===== config.mk =====
export PLATFORM = sky130hd
export DESIGN_NAME = balance_pid_gen
export DESIGN_NICKNAME = d
export VERILOG_FILES = /design/src/rtl/bal_pkg.sv /design/src/rtl/bal_integrator.sv /design/src/rtl/balance_pid_gen.sv
export SDC_FILE = /design/constraint.sdc
export NUM_CORES = 1
export LEC_CHECK = 0
export ABC_AREA = 1
export BUFFER_PORTS_ARGS = -buffer_cell sky130_fd_sc_hd__clkbuf_2
export CORE_ASPECT_RATIO = 1.2
export CORE_MARGIN = 4
export CORE_UTILIZATION = 40
export DETAILED_ROUTE_END_ITERATION = 7
export REMOVE_ABC_BUFFERS = 1
export SYNTH_ARGS = -nofsm -noshare
export SYNTH_HDL_FRONTEND = slang
export SYNTH_SLANG_ARGS = --single-unit

===== constraint.sdc =====
create_clock -name clk -period 8.8 [get_ports clk]
set_input_delay 0.44 -clock clk [delete_from_list [all_inputs] [get_ports clk]]
set_output_delay 0.44 -clock clk [all_outputs]
set_load 0.02 [all_outputs]

===== src/rtl/bal_pkg.sv =====
// Shared limits, shift amounts and saturation helper for the balance PID generator.
package bal_pkg;
    localparam int RX_W        = 10;
    localparam int INT_W       = 18;
    localparam int PTCH_MIN    = -512;
    localparam int PTCH_MAX    = 511;
    localparam int DIFF_MIN    = -128;
    localparam int DIFF_MAX    = 127;
    localparam int INT_MIN     = -131072;
    localparam int INT_MAX     = 131071;
    localparam int I_SHIFT     = 6;
    localparam int STEER_SHIFT = 3;

    function automatic logic signed [31:0] sat(
        input logic signed [31:0] v,
        input logic signed [31:0] lo,
        input logic signed [31:0] hi
    );
        if (v > hi)
            return hi;
        else if (v < lo)
            return lo;
        else
            return v;
    endfunction
endpackage


===== src/rtl/bal_integrator.sv =====
// Saturating pitch integrator; clear has priority over accumulation.
module bal_integrator
    import bal_pkg::*;
(
    input  logic                    clk,
    input  logic                    rst_n,
    input  logic                    vld,
    input  logic                    clr,
    input  logic signed [RX_W-1:0]  din,
    output logic signed [INT_W-1:0] acc_next
);
    logic signed [INT_W-1:0] acc_reg;
    logic signed [31:0]      sum;

    always_comb begin
        sum = 32'(acc_reg) + 32'(din);
        if (clr)
            acc_next = '0;
        else if (vld)
            acc_next = INT_W'(sat(sum, INT_MIN, INT_MAX));
        else
            acc_next = acc_reg;
    end

    always_ff @(posedge clk or negedge rst_n) begin
        if (!rst_n)
            acc_reg <= '0;
        else
            acc_reg <= acc_next;
    end
endmodule


===== src/rtl/balance_pid_gen.sv =====
// Two-stage PID balance controller producing per-wheel speed/direction.
// Steering mix is included only when BAL_STEER_EN is defined.
module balance_pid_gen
    import bal_pkg::*;
#(
    parameter int PTCH_W      = 16,
    parameter int SPD_W       = 11,
    parameter int D_DEPTH     = 2,
    parameter int P_COEFF     = 5,
    parameter int D_COEFF     = 6,
    parameter int FAST_THRESH = 1536
) (
    input  logic                     clk,
    input  logic                     rst_n,
    input  logic                     vld,
    input  logic signed [PTCH_W-1:0] ptch,
    input  logic signed [11:0]       ld_cell_diff,
    input  logic                     rider_off,
    input  logic                     en_steer,
    input  logic                     pwr_up,
    output logic [SPD_W-1:0]         lft_spd,
    output logic                     lft_rev,
    output logic [SPD_W-1:0]         rght_spd,
    output logic                     rght_rev,
    output logic                     too_fast,
    output logic                     out_vld
);
    localparam logic signed [31:0] SPD_LIM = 32'((1 << SPD_W) - 1);

    logic signed [RX_W-1:0]  ptch_rx;
    logic signed [RX_W-1:0]  hist_reg [D_DEPTH];
    logic signed [INT_W-1:0] acc_next;
    logic signed [31:0]      diff, p_calc, i_calc, d_calc, steer_calc;
    logic signed [31:0]      p_reg, i_reg, d_reg, steer_reg;
    logic                    s1_vld_reg;
    logic signed [31:0]      pid, lft_trq, rght_trq;
    logic [SPD_W-1:0]        lft_mag, rght_mag;

    assign ptch_rx = RX_W'(sat(32'(ptch), PTCH_MIN, PTCH_MAX));

    bal_integrator u_int (
        .clk      (clk),
        .rst_n    (rst_n),
        .vld      (vld),
        .clr      (rider_off | ~pwr_up),
        .din      (ptch_rx),
        .acc_next (acc_next)
    );

    always_comb begin
        diff   = sat(32'(ptch_rx) - 32'(hist_reg[D_DEPTH-1]), DIFF_MIN, DIFF_MAX);
        p_calc = 32'(ptch_rx) * P_COEFF;
        i_calc = 32'(acc_next) >>> I_SHIFT;
        d_calc = diff * D_COEFF;
`ifdef BAL_STEER_EN
        steer_calc = en_steer ? (32'(ld_cell_diff) >>> STEER_SHIFT) : '0;
`else
        steer_calc = '0;
`endif
    end

`ifndef BAL_STEER_EN
    // Steering inputs stay on the port list but have no effect in this build.
    logic steer_unused;
    assign steer_unused = en_steer ^ (^ld_cell_diff);
`endif

    // Stage 1: terms and pitch history advance only on a new sample.
    always_ff @(posedge clk or negedge rst_n) begin
        if (!rst_n) begin
            s1_vld_reg <= 1'b0;
            p_reg      <= '0;
            i_reg      <= '0;
            d_reg      <= '0;
            steer_reg  <= '0;
            for (int i = 0; i < D_DEPTH; i++)
                hist_reg[i] <= '0;
        end else begin
            s1_vld_reg <= vld;
            if (vld) begin
                p_reg     <= p_calc;
                i_reg     <= i_calc;
                d_reg     <= d_calc;
                steer_reg <= steer_calc;
                for (int i = D_DEPTH - 1; i > 0; i--)
                    hist_reg[i] <= hist_reg[i-1];
                hist_reg[0] <= ptch_rx;
            end
        end
    end

    always_comb begin
        pid      = sat(p_reg + i_reg + d_reg, -SPD_LIM, SPD_LIM);
        lft_trq  = sat(pid + steer_reg, -SPD_LIM, SPD_LIM);
        rght_trq = sat(pid - steer_reg, -SPD_LIM, SPD_LIM);
        lft_mag  = SPD_W'(lft_trq[31] ? -lft_trq : lft_trq);
        rght_mag = SPD_W'(rght_trq[31] ? -rght_trq : rght_trq);
    end

    // Stage 2: outputs hold between samples; powered-down samples load zero.
    always_ff @(posedge clk or negedge rst_n) begin
        if (!rst_n) begin
            out_vld  <= 1'b0;
            lft_spd  <= '0;
            lft_rev  <= 1'b0;
            rght_spd <= '0;
            rght_rev <= 1'b0;
            too_fast <= 1'b0;
        end else begin
            out_vld <= s1_vld_reg;
            if (s1_vld_reg) begin
                if (!pwr_up) begin
                    lft_spd  <= '0;
                    lft_rev  <= 1'b0;
                    rght_spd <= '0;
                    rght_rev <= 1'b0;
                    too_fast <= 1'b0;
                end else begin
                    lft_spd  <= lft_mag;
                    lft_rev  <= lft_trq[31];
                    rght_spd <= rght_mag;
                    rght_rev <= rght_trq[31];
                    too_fast <= (int'(lft_mag) > FAST_THRESH) || (int'(rght_mag) > FAST_THRESH);
                end
            end
        end
    end
endmodule

-- After elaboration in Yosys (flattened, before gate mapping)
Cells that the tools add are included.
- $add $sub $neg: 5
- multipliers: 2
- order comparisons: 11
- multiplexer cells: 16
- bitwise operators: 2
- reduce and logical (&&, ||, !) cells: 1
- operator list (kind ; count):
    two-way mux 32 bit ; 6
    two-way mux 18 bit ; 4
    > comparator 32 x 12 -> 1 bit (second input constant) ; 2
    less-than comparator 32 x 12 -> 1 bit (second input constant) ; 2
    adder 32 x 12 -> 32 bit ; 1
    adder 32 bit ; 1
    multiplier 32 x 3 -> 31 bit (second input constant) ; 1
    two-way mux 11 bit ; 2
    two-way mux 10 bit ; 2
    adder 18 x 10 -> 19 bit ; 1
    > comparator 19 x 18 -> 1 bit (second input constant) ; 1
    less-than comparator 19 x 18 -> 1 bit (second input constant) ; 1
    > comparator 16 x 10 -> 1 bit (second input constant) ; 1
    less-than comparator 16 x 10 -> 1 bit (second input constant) ; 1
    multiplier 10 x 4 -> 14 bit (second input constant) ; 1
    > comparator 11 bit (second input constant) ; 1
    > comparator 11 x 8 -> 1 bit (second input constant) ; 1
    less-than comparator 11 x 8 -> 1 bit (second input constant) ; 1
    negation 11 bit ; 1
    subtractor 10 x 10 -> 11 bit ; 1
    two-way mux 1 bit ; 2
    nonzero test 2 bit ; 1
    NOT 1 bit ; 1
    OR 1 bit ; 1
- flip-flop bits (word level): 128
- input bits: 34
- output and inout port bits: 26
- logic and storage cells: 49

-- Logic depth before layout (Yosys ltp)
Gate-level depths: netlist of run 1.
- depth in word-level cells: 12
- gate-level depth with buffers: 45
- gate-level depth less buffers: 43

-- Hierarchy
A second synthesis of run 1 with hierarchy kept.
- cells, all modules: 1585
- area, all modules: 10582.6 µm²
- modules (own cells, without submodules) (module ; times used ; cells an instance ; area an instance (µm²) ; sequential area each (µm²)):
    balance_pid_gen ; 1 ; 1293 ; 8669.6 ; 2177.1
    bal_integrator ; 1 ; 292 ; 1913.1 ; 450.4

-- Worst setup path before layout of run 1
No wires, ideal clock.
- path type: input port to flip-flop
- from: input port ptch[14]
- to: register d_reg[15]
- setup time: 0.083 ns
- arrival time: 6.400 ns
- data required time: 8.717 ns
- slack: 2.318 ns
- stages: 35
- path buffers: 1
- path through: or2_2 o41ai_1 clkbuf_1 nand2_1 ha_1 a21oi_1 o21ai_1 nand2_1 inv_1 or2_1 a21oi_1 nor2_1 nor2_1 o21bai_1 nand2_1 nand2_1 a21oi_1 xor2_1 nand2_1 ha_1 o31ai_1 ha_1 ha_1 inv_1 o31ai_1 and2_1 o21ai_0 nand2_1 a21oi_1 o21bai_1 nand2_1 a21oi_1 nand2_1 ha_1 o21ai_0
- cells in the longest elaborated chain, start to end: 8
- elaborated cells on any way between the ends: 10
- those cells by class: add/sub (1); mul (1); order compare (4); mux (4)
- RTL lines (what ; RTL line ; text):
    from (decl) ; balance_pid_gen.sv:16 ; input logic signed [PTCH_W-1:0] ptch,
    less-than comparator 16 x 10 -> 1 bit ; bal_pkg.sv:21 ; else if (v < lo)
    two-way mux 10 bit ; bal_pkg.sv:21 ;
    two-way mux 10 bit * ; bal_pkg.sv:19 ; if (v > hi)
    net ptch_rx[2] ; balance_pid_gen.sv:30 ; logic signed [RX_W-1:0] ptch_rx;
    subtractor 10 x 10 -> 11 bit * ; balance_pid_gen.sv:51 ; diff = sat(32'(ptch_rx) - 32'(hist_reg[D_DEPTH-1]), DIFF_MIN, DIFF_MAX);
    less-than comparator 11 x 8 -> 1 bit ; bal_pkg.sv:21 ;
    two-way mux 32 bit ; bal_pkg.sv:21 ;
    two-way mux 32 bit * ; bal_pkg.sv:19 ;
    multiplier 32 x 3 -> 31 bit * ; balance_pid_gen.sv:54 ; d_calc = diff * D_COEFF;
    to (signal assigned) ; balance_pid_gen.sv:83 ; d_reg <= d_calc;
    to (decl) ; balance_pid_gen.sv:34 ; logic signed [31:0] p_reg, i_reg, d_reg, steer_reg;
Mark *: on every way through the listed nets, which the timed path passes. The rest lies on a longest branch.
A chain may end at the register's enable or synchronous reset.

-- Worst setup path in the final report of run 1
- from: register i_reg[11] (netlist name)
- to: register too_fast
- cells in the longest elaborated chain, start to end: 12
- elaborated cells on any way between the ends: 14
- those cells by class: add/sub (3); order compare (5); mux (6)
- RTL lines (what ; RTL line ; text):
    adder 32 x 12 -> 32 bit * ; balance_pid_gen.sv:93 ; pid = sat(p_reg + i_reg + d_reg, -SPD_LIM, SPD_LIM);
    adder 32 bit * ; balance_pid_gen.sv:93 ;
    less-than comparator 32 x 12 -> 1 bit ; bal_pkg.sv:21 ;
    two-way mux 32 bit ; bal_pkg.sv:21 ;
    two-way mux 32 bit * ; bal_pkg.sv:19 ;
    less-than comparator 32 x 12 -> 1 bit ; bal_pkg.sv:21 ;
    two-way mux 32 bit ; bal_pkg.sv:21 ;
    two-way mux 32 bit * ; bal_pkg.sv:19 ;
    negation 11 bit ; balance_pid_gen.sv:96, balance_pid_gen.sv:97 ;
    two-way mux 11 bit * ; balance_pid_gen.sv:96, balance_pid_gen.sv:97 ;
    > comparator 11 bit * ; balance_pid_gen.sv:123 ; too_fast <= (int'(lft_mag) > FAST_THRESH) || (int'(rght_mag) > FAST_THRESH);
    two-way mux 1 bit * ; balance_pid_gen.sv:112 ; if (!pwr_up) begin
    to (signal assigned) ; balance_pid_gen.sv:123 ;
    to (decl) ; balance_pid_gen.sv:25 ; output logic too_fast,
Every way passes the cells marked *; elsewhere a longest branch is shown, timed or not.

==> metrics.cfg, run 1 <==
[status]
status = complete, no violations

[synth]
muxShareOfSynthArea_pct = 0.0982
synthAdderAreaFrac_pct = 19.1
synth_top_family_by_area = simple AND/OR/NAND/NOR gates
syn_area_sq_um = 10200
synth_edf_count = 0
syn_avg_cell_area_sq_um = 6.92
ys_ff_latch = 106
synth-simple-area-share_pct = 30.9
yosysSeqAreaShare_pct = 26.0
yosys_warnings = 0
ys.flop_type = dfrtp_1
synth-xor-area-share_pct = 3.51
synth_cells = 1474
synth_compound_area_share_pct = 10.3
async_flop_share_pct = 100
yosys.cell_types.count = 54

[routing]
first_pass_iters = 6
viasPerCell = 4.85
totalWireLength_um = 24100
first_iter_violations = 437
drt.antenna.violating_nets = 0
dr_total_vias = 8875
drc_errors = 0
wire_per_inst_um = 13.2

[timing]
grt_setup_unrepaired = no
finalHoldViolCount = 0
finalCriticalPeriod_ns = 7.19
timing.setup.tns_ns = 0
fmax_mhz = 139
fin_hold_ws_ns = 0.109
tightest_slew_ns = 0.921
period_share_pct = 81.7
setup_viol = 0
worst_slack_ns = 1.61
relSlewSlack_pct = 38.6
finalClockSkew_ns = 0.0193
slew_violations = 0

[worst_setup_path]
cp-end-kind = register
cp_slowest_cell = dfrtp_1
cpPeakStageDelay_ns = 0.95
startpoint_type = register
critPathArrivalTime_ns = 7.44
worstSetupPathType = register to register
crit_path_frequent_cell = nand2_1
r2r_cells = 35
cp_max_fo = 16
worst_ep_required_time_ns = 9.05

[grt]
first_global_vias = 8785
grt_max_degree = 66
antenna_found_initial = 0
grtUsageTotal_pct = 17.8
grt_pass1_wl_um = 42100
grt.overflow.total = 0

[clock_tree]
cts_resized = 0
cts_hold_buf = 0
post-cts-setup-buffers = 0
cts_tree = done
cts_root_buf = clkbuf_16
htree_levels = 3
clk_latency_ns = 0.37
cts_num_sinks = 106
path_clk_slew_ns = 0.07
cts_made_buffers = 9
clockBufferDepth = 2

[floorplanning]
die-height_um = 183
ioPinCount = 60
coreArea_sq_um = 24900
row_count = 63
dieArea_sq_um = 28100
start_util_pct = 40.9
dieWidth_um = 154

[pwr]
irDropWorstVdd_v = 0.000132
powerDensity_nw_per_um2 = 331
p_leak_nw = 6.14

[place]
placed_area_sq_um = 10700
portBuffers = 46
dp_worst_setup_slack_ns = 1.46
dp_hpwl_um = 19500
routabilityCongestion = 0.906

[cells_and_area]
fin_area_sq_um = 10900
final_common_cell = nand2_1
largest_register_ff_count = 29
diodes = 0
final_cell_mix = nand2_1 (517), inv_1 (206), dfrtp_1 (106)
drive_above_1_share_pct = 7.91
finalNetCount = 1670
area_growth_pct = 7.39

[flow_run]
maxCapViolations = 0

[min_path]
hp-class = input port to async pin

==> critical path, delay by kind of cell, from the launching register on <==
kind / cells / cell delay [ns]
compound gates: 3 / 0.66
fa+ha+maj: 5 / 1.71
buf+inv: 4 / 0.83
flops: 1 / 0.95
simple gates: 23 / 2.93
==> kinds of logic (layout without fill, tap and decap cells) <==
logic type                 count (synthesis)  in the layout
AOI/OAI and AO/OA                        186            186
buffers and inverters                    254            284
and+or+nand+nor                          751            751
adders and majority gates                136            136
xor gates and xnor gates                  40             40
DFF                                      106            106
muxes                                      1              1
==> cell usage after synthesis (6+ instances only) <==
cell / instances / area [sq um]
nand2_1: 517 / 1940
inv_1: 207 / 777
dfrtp_1: 106 / 2650
ha_1: 103 / 1290
nor2_1: 92 / 345
o21ai_0: 74 / 370
a21oi_1: 61 / 305
nand3_1: 54 / 270
fa_1: 33 / 661
xor2_1: 32 / 280
clkbuf_1: 19 / 71.3
nand2_2: 19 / 119
nand4_1: 15 / 93.8
buf_4: 13 / 97.6
nor3_1: 12 / 60.1
a31oi_1: 10 / 62.6
nand3b_1: 9 / 67.6
o21bai_1: 9 / 67.6
o31ai_1: 7 / 52.6
xnor2_1: 7 / 61.3
nor2_2: 6 / 37.5
or2_2: 6 / 37.5
==> per-layer routing <==
| layer | GRT usage (%) | up-vias | routed length [um] |
|---|---|---|---|
| met1 | 23.1 | 4053 | 11100 |
| met2 | 32.2 | 107 | 11900 |
| met4 | 4.35 | 0 | 427 |
| met5 | 0 | - | 0 |
| li1 | - | 4691 | - |
| met3 | 1.72 | 24 | 550 |
==> final cells by class <==
| class | count | area (sq um) |
|---|---|---|
| sequential | 106 | 2650 |
| tap | 325 | 407 |
| multi-input combinational | 1114 | 6530 |
| clock buffer | 10 | 229 |
| timing repair buffer | 53 | 285 |
| fill | 2670 | 14000 |
| inverter | 216 | 811 |
| clock inverter | 5 | 38.8 |
==> metrics by stage <==
step | power, W | cells | utilization (%)
2_1_floorplan | 0.00265 | 1436 | -
3_3_place_gp | 0.00322 | 1814 | 42.9
3_5_place_dp | 0.00326 | 1814 | 42.9
4_1_cts | 0.00366 | 1829 | 44.0
5_1_grt | 0.00408 | 1829 | 44.0
6_report | 0.00362 | 1829 | 44.0
==> where the power goes <==
group / internal, W / switching [W]
Combinational: 0.000874 / 0.00169
Sequential: 0.000594 / 0.0000792
Clock: 0.000193 / 0.000191
Total: 0.00166 / 0.00196
==> worst paths after layout <==
| check | startpoint | end | slack (ns) |
|---|---|---|---|
| max | i_reg[11] | too_fast | 1.61 |
| min | rst_n | d_reg[22] | 0.11 |
| max reg2reg | i_reg[11] | too_fast | 1.61 |
| min reg2reg | s1_vld_reg | out_vld | 0.39 |
| max in group asynchronous | rst_n | d_reg[11] | 7.45 |
| min in group clk | ptch[4] | hist_reg[14] | 0.34 |
Note: power is estimated with default switching activity, not from simulation.
==> inputs of run 2 (changes only) <==
clock period = 7.4 ns   (was 8.8 ns; I/O delays follow)
==> metrics.cfg, run 2 (synthesis results as in run 1) <==
[place]
portBuffers = 46
routabilityCongestion = 0.908
placed_cells = 1815
dp_worst_setup_slack_ns = 0.403
dp_hpwl_um = 19600

[cells_and_area]
fin_util_pct = 44.5
diodes = 0
nFillCells = 2622
final_common_cell = nand2_1
instances_no_fill = 1834
area_growth_pct = 8.63
multi_input_area_sq_um = 6550
finalNetCount = 1674
drive_above_1_share_pct = 8.61
area.sequential_sq_um = 2650
final_cell_mix = nand2_1 (517), inv_1 (204), dfrtp_1 (106)
largest_register_ff_count = 29

[floorplanning]
start_util_pct = 40.9
die-height_um = 183
dieWidth_um = 154
row_count = 63
dieArea_sq_um = 28100
ioPinCount = 60
coreArea_sq_um = 24900

[grt]
grt.overflow.total = 0
grtUsageTotal_pct = 18.0
grt_pass1_wl_um = 42400
antenna_found_initial = 0
first_global_vias = 8901
grt_max_degree = 66

[timing]
fmax_mhz = 150
fin_hold_ws_ns = 0.0409
setup_viol = 0
period_share_pct = 90.0
timing.setup.tns_ns = 0
slew_violations = 0
finalCriticalPeriod_ns = 6.66
relSlewSlack_pct = 52.2
tightest_slew_ns = 0.716
grt_setup_unrepaired = no
finalHoldViolCount = 0
worst_slack_ns = 0.738
finalClockSkew_ns = 0.0114

[routing]
drt.antenna.violating_nets = 0
drc_errors = 0
first_iter_violations = 403
viasPerCell = 4.88
wire_per_inst_um = 13.2
totalWireLength_um = 24300
first_pass_iters = 5
dr_total_vias = 8942

[clock_tree]
cts_num_sinks = 106
clk_latency_ns = 0.35
cts_made_buffers = 9
htree_levels = 3
clockBufferDepth = 2
cts_hold_buf = 0
path_clk_slew_ns = 0.08
cts_tree = done
cts_root_buf = clkbuf_16

[pwr]
irDropWorstVdd_v = 0.000171
p_leak_nw = 6.19
powerDensity_nw_per_um2 = 402

[min_path]
hp-class = input port to async pin

[worst_setup_path]
critPathArrivalTime_ns = 6.91
cpPeakStageDelay_ns = 0.53
worstSetupPathType = register to register
cp_slowest_cell = fa_1
cp-end-kind = register
crit_path_frequent_cell = nand2_1
startpoint_type = register
cp_max_fo = 19
r2r_cells = 38
worst_ep_required_time_ns = 7.65

[status]
status = complete, no violations

[flow_run]
maxCapViolations = 0

-- run 2: cell count changes in the layout (fill, tap and decap cells not counted), sizes merged --
cell,previous run,this run
clkinvlp,1,2
buf,8,12
clkbuf,55,54
bufinv,0,2
inv,214,213
-- run 2: layout make-up --
cell class / count / area share [%]
well taps: 325 / 3.67
clock buffers: 9 / 2.03
flip-flops and latches: 106 / 23.9
multi-input cells: 1114 / 59.1
repair buffers: 57 / 2.85
clock inverters: 7 / 0.983
inverters: 216 / 7.39
-- run 2: final timing paths --
kind	to	slack (ns)	from
max	too_fast	0.74	i_reg[11]
min	d_reg[23]	0.04	rst_n
max reg2reg	too_fast	0.74	i_reg[11]
min reg2reg	out_vld	0.41	s1_vld_reg
max in group asynchronous	u_int.acc_reg[11]	6.17	rst_n
min in group clk	hist_reg[17]	0.27	ptch[7]
-- run 2: worst max-delay path: cells and delay by family, from the launching register on --
kind,cells,cell delay [ns]
buffers and inverters,7,1.06
AOI/OAI and AO/OA,3,0.48
and+or+nand+nor,23,2.85
adders and majority gates,5,1.84
DFF,1,0.34
-- run 2: layer usage --
layer,GRT usage (%),vias up,part of all wire (%)
met3,1.68,35,2.3
met4,6.47,0,3.2
met5,0,-,0
met1,22.8,4089,46
met2,32.1,98,48
li1,-,4720,-
-- run 2: report_power, final --
| part | internal (W) | switching (W) | leakage [nW] |
|---|---|---|---|
| combinational | 0.00108 | 0.00205 | 4.68 |
| sequential | 0.000706 | 0.0000854 | 1.35 |
| clock | 0.000304 | 0.000238 | 0.164 |
| total | 0.00209 | 0.00237 | 6.19 |
-- run 2: what timing repair did --
action | CTS | global route
endpoints found under the setup margin | 0 | 3
setup buffers | 0 | 3
resized for setup | 0 | 5
-- run 2: stage by stage --
step / power, W / cell area (sq um)
global placement: 0.00384 / 10700
detailed placement: 0.00388 / 10700
global route: 0.00502 / 11100
finish: 0.00445 / 11100
CTS: 0.00445 / 11000
floorplan: 0.00316 / 9980
